==> config.mk <==
export PLATFORM = sky130hd
export DESIGN_NAME = instruction_fetch_queue
export DESIGN_NICKNAME = d
export VERILOG_FILES = /design/src/rtl/instruction_fetch_queue_pkg.sv /design/src/rtl/fetch_fifo.sv /design/src/rtl/instruction_fetch_queue.sv
export SDC_FILE = /design/constraint.sdc
export NUM_CORES = 1
export LEC_CHECK = 0
export ABC_CLOCK_PERIOD_IN_PS = 7500
export CAP_MARGIN = 20
export CORE_ASPECT_RATIO = 0.75
export CORE_MARGIN = 3
export CORE_UTILIZATION = 35
export DETAILED_ROUTE_END_ITERATION = 10
export HOLD_SLACK_MARGIN = 0.1
export PLACE_DENSITY = 0.65
export SLEW_MARGIN = 20
export SYNTH_ARGS = -nofsm -noshare
export SYNTH_HDL_FRONTEND = slang
export SYNTH_SLANG_ARGS = --single-unit
==> constraint.sdc <==
create_clock -name clk -period 7.5 [get_ports clk]
set_input_delay 1.5 -clock clk [delete_from_list [all_inputs] [get_ports clk]]
set_output_delay 1.5 -clock clk [all_outputs]
set_load 0.005 [all_outputs]
==> src/rtl/instruction_fetch_queue_pkg.sv <==
// Shared definitions for the instruction fetch queue: default widths and the
// fetch FSM state encoding.
package instruction_fetch_queue_pkg;

  localparam int unsigned DefaultAddressWidth = 10;
  localparam int unsigned DefaultDataWidth    = 32;
  localparam int unsigned DefaultIpc          = 4;

  typedef enum logic [1:0] {
    StBoot  = 2'd0,
    StFetch = 2'd1,
    StStall = 2'd2,
    StFlush = 2'd3
  } fetch_state_e;

endpackage

==> src/rtl/fetch_fifo.sv <==
// Fetch group storage: power-of-2 circular buffer with one extra pointer bit so
// full and empty are told apart by the MSB.
module fetch_fifo #(
  parameter int unsigned WIDTH = 8,
  parameter int unsigned DEPTH = 4,
  localparam int unsigned PtrW = $clog2(DEPTH) + 1
) (
  input  logic             clk,
  input  logic             rst,
  input  logic             clear,
  input  logic             push,
  input  logic [WIDTH-1:0] push_data,
  input  logic             pop,
  output logic [WIDTH-1:0] head_data,
  output logic             empty,
  output logic [PtrW-1:0]  count
);

  localparam int unsigned IdxW = PtrW - 1;

  logic [PtrW-1:0]  wptr_q, rptr_q;
  logic [WIDTH-1:0] mem_q [DEPTH];
  logic             full, do_push, do_pop;

  assign empty   = (wptr_q == rptr_q);
  assign full    = (wptr_q[PtrW-1] != rptr_q[PtrW-1]) &&
                   (wptr_q[IdxW-1:0] == rptr_q[IdxW-1:0]);
  // Clear wins over both push and pop.
  assign do_push = push && !clear;
  assign do_pop  = pop && !clear && !empty;

  always_ff @(posedge clk or negedge rst) begin
    if (!rst) begin
      wptr_q <= '0;
      rptr_q <= '0;
    end else if (clear) begin
      wptr_q <= '0;
      rptr_q <= '0;
    end else begin
      if (do_push) wptr_q <= wptr_q + PtrW'(1);
      if (do_pop)  rptr_q <= rptr_q + PtrW'(1);
    end
  end

  always_ff @(posedge clk) begin
    if (do_push) mem_q[wptr_q[IdxW-1:0]] <= push_data;
  end

  assign head_data = mem_q[rptr_q[IdxW-1:0]];
  assign count     = wptr_q - rptr_q;

  push_at_full_a: assert property (@(posedge clk) disable iff (!rst) !(do_push && full));

endmodule

==> src/rtl/instruction_fetch_queue.sv <==
// Instruction fetch queue: credit-limited group fetch from instruction memory
// into a small FIFO feeding decode, with redirect/flush support.
module instruction_fetch_queue
  import instruction_fetch_queue_pkg::*;
#(
  parameter int unsigned ADDRESS_WIDTH = DefaultAddressWidth,
  parameter int unsigned DATA_WIDTH    = DefaultDataWidth,
  parameter int unsigned IPC           = DefaultIpc,
  parameter int unsigned FQ_DEPTH      = 4
) (
  input  logic                          clk,
  input  logic                          rst,
  output logic [ADDRESS_WIDTH-1:0]      IM_address,
  output logic                          IM_readEnable,
  input  logic [IPC*DATA_WIDTH-1:0]     IM_data,
  input  logic                          IM_dataValid,
  output logic [IPC*DATA_WIDTH-1:0]     DEC_data,
  output logic                          DEC_dataValid,
  output logic [ADDRESS_WIDTH-1:0]      DEC_pc,
  input  logic                          DEC_ready,
  input  logic                          redirect,
  input  logic [ADDRESS_WIDTH-1:0]      redirectPC
);

  localparam int unsigned GroupW = IPC * DATA_WIDTH;
  localparam int unsigned EntryW = ADDRESS_WIDTH + GroupW;
  localparam int unsigned CntW   = $clog2(FQ_DEPTH) + 1;
  localparam int unsigned SumW   = CntW + 1;

  fetch_state_e             state_q, state_d;
  logic [ADDRESS_WIDTH-1:0] pc_q, pc_d, addr_q, addr_d, rsp_addr_q;
  logic                     re_q, issue;
  logic [CntW-1:0]          in_flight_q, in_flight_d, occupancy;
  logic                     credit, push, pop, empty;
  logic [EntryW-1:0]        head;

  // Occupancy is taken before any same-cycle pop, so a pop frees credit one cycle later.
  assign credit = ({1'b0, occupancy} + {1'b0, in_flight_q}) < SumW'(FQ_DEPTH);
  assign push   = IM_dataValid && !redirect && (state_q inside {StFetch, StStall});
  assign pop    = DEC_dataValid && DEC_ready;

  always_comb begin
    state_d = state_q;
    pc_d    = pc_q;
    addr_d  = addr_q;
    issue   = 1'b0;
    unique case (state_q)
      StBoot, StFlush:  state_d = StFetch;
      StFetch, StStall: state_d = credit ? StFetch : StStall;
      default:          state_d = StBoot;
    endcase
    if (redirect) begin
      state_d = StFlush;
      pc_d    = redirectPC;
    end else if (state_d == StFetch && credit) begin
      issue  = 1'b1;
      addr_d = pc_q;
      pc_d   = pc_q + ADDRESS_WIDTH'(IPC);
    end
    // Guard against a stale response after reset when nothing is outstanding.
    in_flight_d = in_flight_q + CntW'(issue) - CntW'(IM_dataValid && (in_flight_q != '0));
  end

  always_ff @(posedge clk or negedge rst) begin
    if (!rst) begin
      state_q     <= StBoot;
      pc_q        <= '0;
      addr_q      <= '0;
      re_q        <= 1'b0;
      in_flight_q <= '0;
      rsp_addr_q  <= '0;
    end else begin
      state_q     <= state_d;
      pc_q        <= pc_d;
      addr_q      <= addr_d;
      re_q        <= issue;
      in_flight_q <= in_flight_d;
      rsp_addr_q  <= addr_q;
    end
  end

  fetch_fifo #(
    .WIDTH (EntryW),
    .DEPTH (FQ_DEPTH)
  ) u_fetch_fifo (
    .clk       (clk),
    .rst       (rst),
    .clear     (redirect),
    .push      (push),
    .push_data ({rsp_addr_q, IM_data}),
    .pop       (pop),
    .head_data (head),
    .empty     (empty),
    .count     (occupancy)
  );

  assign IM_address    = addr_q;
  assign IM_readEnable = re_q;
  assign DEC_dataValid = !empty;
  assign DEC_data      = DEC_dataValid ? head[GroupW-1:0] : '0;
  assign DEC_pc        = DEC_dataValid ? head[EntryW-1:GroupW] : '0;

endmodule

==> impl_metrics.env <==
export IMPL_io_pins=293
export IMPL_number_of_global_route_vias_before_repair=11500
export IMPL_worstSetupEndpointType="primary output"
export IMPL_numPortBuffers=292
export IMPL_die_width_um=300
export IMPL_root_buffer="sky130_fd_sc_hd__clkbuf_16"
export IMPL_die_h_um=227
export IMPL_syn_cell_area_um2=22800
export IMPL_mostFrequentLayoutCell="sky130_fd_sc_hd__edfxtp_1"
export IMPL_worstSetupPathType="reg -> out"
export IMPL_vias=10600
export IMPL_ctsHtreeMaxLevel=2
export IMPL_ys_seq_area_share_pct=77.5
export IMPL_startpoint_type="flop"
export IMPL_grt_setup_unrepaired="no"
export IMPL_leakagePower_uw=0.00903
export IMPL_synth_largest_type_area_fraction_pct=72.9
export IMPL_finalHoldViolCount=0
export IMPL_clockBufferDepth=3
export IMPL_combinational_family_with_the_most_area_after_synthesis="multiplexers"
export IMPL_cp_arrival_ps=3750
export IMPL_yosys_most_used_dff="sky130_fd_sc_hd__edfxtp_1"
export IMPL_avgSynthCellArea_um2=22.3
export IMPL_detailedRoute_firstIterationViolations=621
export IMPL_route_detailed_vias_per_inst=4.74
export IMPL_setup_tns_final_ps=0
export IMPL_layout_common_cells="sky130_fd_sc_hd__edfxtp_1, sky130_fd_sc_hd__clkdlybuf4s50_1, sky130_fd_sc_hd__and2_1, sky130_fd_sc_hd__mux4_2, sky130_fd_sc_hd__clkbuf_16"
export IMPL_share_of_cells_above_drive_strength_1_pct=18.7
export IMPL_setup_violations_final=0
export IMPL_layout_area_overhead_vs_synth_pct=25.1
export IMPL_grt_pass1_wl_um=69700
export IMPL_postCtsHoldBufs=0
export IMPL_final_min_period_over_clock_period_pct=70.0
export IMPL_hold_worst_slack_ps=407
export IMPL_status="finished, final reports clean"
export IMPL_grt_start_max_net_pins=79
export IMPL_final_max_slew_viol_count=0
export IMPL_slew_limit_headroom_pct=42.0
export IMPL_synth_xor_xnor_area_share_pct=0.616
export IMPL_tritoncts="done"
export IMPL_placementRows=80
export IMPL_clk_pin_slew_ps=60
export IMPL_synth_edf_count=552
export IMPL_die_area_um2=68100
export IMPL_numCtsBuffers=58
export IMPL_antennaDiodeCount=0
export IMPL_crit_fanout=68
export IMPL_period_needed_ps=5250
export IMPL_min_path_type="reg -> reg"
export IMPL_worst_ep_required_time_ps=6000
export IMPL_core_area_um2=64000
export IMPL_routed_len_inst_um=20.6
export IMPL_global_route_usage_total_pct=13.5
export IMPL_cts_repair_timing_setup_buffer_count=0
export IMPL_p_per_area_nw_per_um2=356
export IMPL_synth_simple_area_share_pct=4.67
export IMPL_postSynthRegisterBits=594
export IMPL_transition_time_at_the_pin_with_the_least_slew_margin_ps=870
export IMPL_maximum_clock_frequency_mhz=191
export IMPL_dp_final_hpwl_um=27000
export IMPL_synth_top_cell_by_area="sky130_fd_sc_hd__edfxtp_1"
export IMPL_path_cells="inv_1 > ha_1 > nand2_1 > or2_4 > buf_4 > and2_1 > clkdlybuf4s50_1"
export IMPL_netlist_top_cells_area="sky130_fd_sc_hd__edfxtp_1, sky130_fd_sc_hd__mux4_2, sky130_fd_sc_hd__dfrtp_1, sky130_fd_sc_hd__and2_1, sky130_fd_sc_hd__mux2_2"
export IMPL_fin_worst_skew_ps=19.6
export IMPL_slowest_delay_ps=860
export IMPL_ir_worst_vdd_v=0.000190
export IMPL_yosys_area_share_adder_pct=0.836
export IMPL_number_of_antenna_violations_at_the_first_check_in_global_routing=3
export IMPL_length_of_the_first_detailed_routing_pass_in_iterations=4
export IMPL_resized_gates_after_cts=0
export IMPL_max_cap_violations=0
export IMPL_post_synth_mux_area_share_pct=14.5
export IMPL_layout_nets=1496
export IMPL_timing_critical_path_max_delay_family="buffers and inverters"
export IMPL_cpMaxStageDelayCell="sky130_fd_sc_hd__dfrtp_4"
export IMPL_global_route_overflow_total=0
export IMPL_synth_distinct_cells=32
export IMPL_postSynth_asyncResetShare_pct=7.07
export IMPL_synth_compound_area_share_pct=0.258
export IMPL_wl_um=46300
export IMPL_syn_inst=1022
export IMPL_timing_critical_path_buf_inv=3
export IMPL_ant_nets=0
export IMPL_start_util_pct=35.6
export IMPL_ys_warnings_count=0
export IMPL_gp_congestion=0.702
export IMPL_clk_insertion_delay_late_ps=590
export IMPL_route_detailed_drc=0
export IMPL_clkSinkCount=594
export IMPL_synth_fp_nets=1179
==> power breakdown <==
part / leakage [µW] / switching, µW / internal [µW]
sequential: 0.00549 / 164 / 3950
combinational: 0.00264 / 1350 / 1860
clock: 0.000894 / 1180 / 1620
total: 0.00903 / 2690 / 7440
==> layout make-up <==
class,instances,area (µm²)
clock buffers,77,1630
clock inverters,29,218
fillers,5427,35500
inverters,8,30.0
multi-input cells,369,4760
flip-flops and latches,594,17600
well taps,861,1080
repair buffers,308,3100
==> worst paths after layout <==
| path | cells after the start | slack [ps] | end | from |
|---|---|---|---|---|
| setup reg to reg | 10 | 3950 | in_flight_q[2] | u_fetch_fifo.rptr_q[1] |
| max in group asynchronous | 1 | 6140 | u_fetch_fifo.rptr_q[1] | rst |
| hold / removal | 0 | 410 | rsp_addr_q[0] | IM_address[0] |
| setup / recovery | 7 | 2250 | DEC_data[98] | u_fetch_fifo.rptr_q[1] |
| min in group asynchronous | 1 | 910 | IM_readEnable | rst |
| hold reg to reg | 0 | 410 | rsp_addr_q[0] | IM_address[0] |
==> metrics by stage <==
step           setup WS [ps]  utilization, %  std cells  total power (µW)  cell area [µm²]
2_1_floorplan           1780               -       1022              5900            22800
3_3_place_gp            2750            41.6       2140              7460            26600
3_5_place_dp            2770            41.6       2140              7500            26600
4_1_cts                 2110            44.5       2246             10300            28400
5_1_grt                 1950            44.5       2246             10700            28400
6_report                2250            44.5       2246             10100            28400
==> cell usage after synthesis, types with 7 or more instances <==
master,number
sky130_fd_sc_hd__mux2_2,15
sky130_fd_sc_hd__xor2_1,9
sky130_fd_sc_hd__buf_2,16
sky130_fd_sc_hd__and2_1,143
sky130_fd_sc_hd__xnor2_1,7
sky130_fd_sc_hd__nor2_1,7
sky130_fd_sc_hd__nand2_1,10
sky130_fd_sc_hd__inv_1,8
sky130_fd_sc_hd__dfrtp_1,42
sky130_fd_sc_hd__edfxtp_1,552
sky130_fd_sc_hd__ha_1,12
sky130_fd_sc_hd__buf_6,14
sky130_fd_sc_hd__mux4_2,138
sky130_fd_sc_hd__clkbuf_1,19
==> state kept, by name, summed over array words and instances, names as in the netlist <==
name,flops
u_fetch_fifo.mem_q,552
u_fetch_fifo.rptr_q,3
rsp_addr_q,10
in_flight_q,3
u_fetch_fifo.wptr_q,3
IM_address,10
pc_q,10
IM_readEnable,1
state_q,2
==> routing by layer <==
layer	track usage, %	wire, µm	up-vias
li1	-	-	4748
met1	18.8	20500	5563
met2	21.9	22300	258
met3	2.78	2660	73
met4	3.41	856	4
met5	0	40	-
==> cell families (layout without fill, tap and decap cells) <==
| family | Yosys count | in the layout |
|---|---|---|
| compound gates | 10 | 10 |
| xor+xnor | 16 | 16 |
| fa+ha+maj | 14 | 14 |
| buf+inv | 59 | 422 |
| flops | 594 | 594 |
| mux | 155 | 155 |
| simple gates | 174 | 174 |
==> worst reg2reg max path, stage by stage (launching register included) <==
cell and delay [ps]:
sky130_fd_sc_hd__dfrtp_4 860, sky130_fd_sc_hd__inv_1 190, sky130_fd_sc_hd__fa_1 540, sky130_fd_sc_hd__ha_1 290, sky130_fd_sc_hd__nand3b_1 220, sky130_fd_sc_hd__nand2_1 300, sky130_fd_sc_hd__nor2_1 100, sky130_fd_sc_hd__ha_1 230
sky130_fd_sc_hd__fa_1 420, sky130_fd_sc_hd__xor2_1 160, sky130_fd_sc_hd__xnor2_1 120
(Power assumes the default switching activity.)
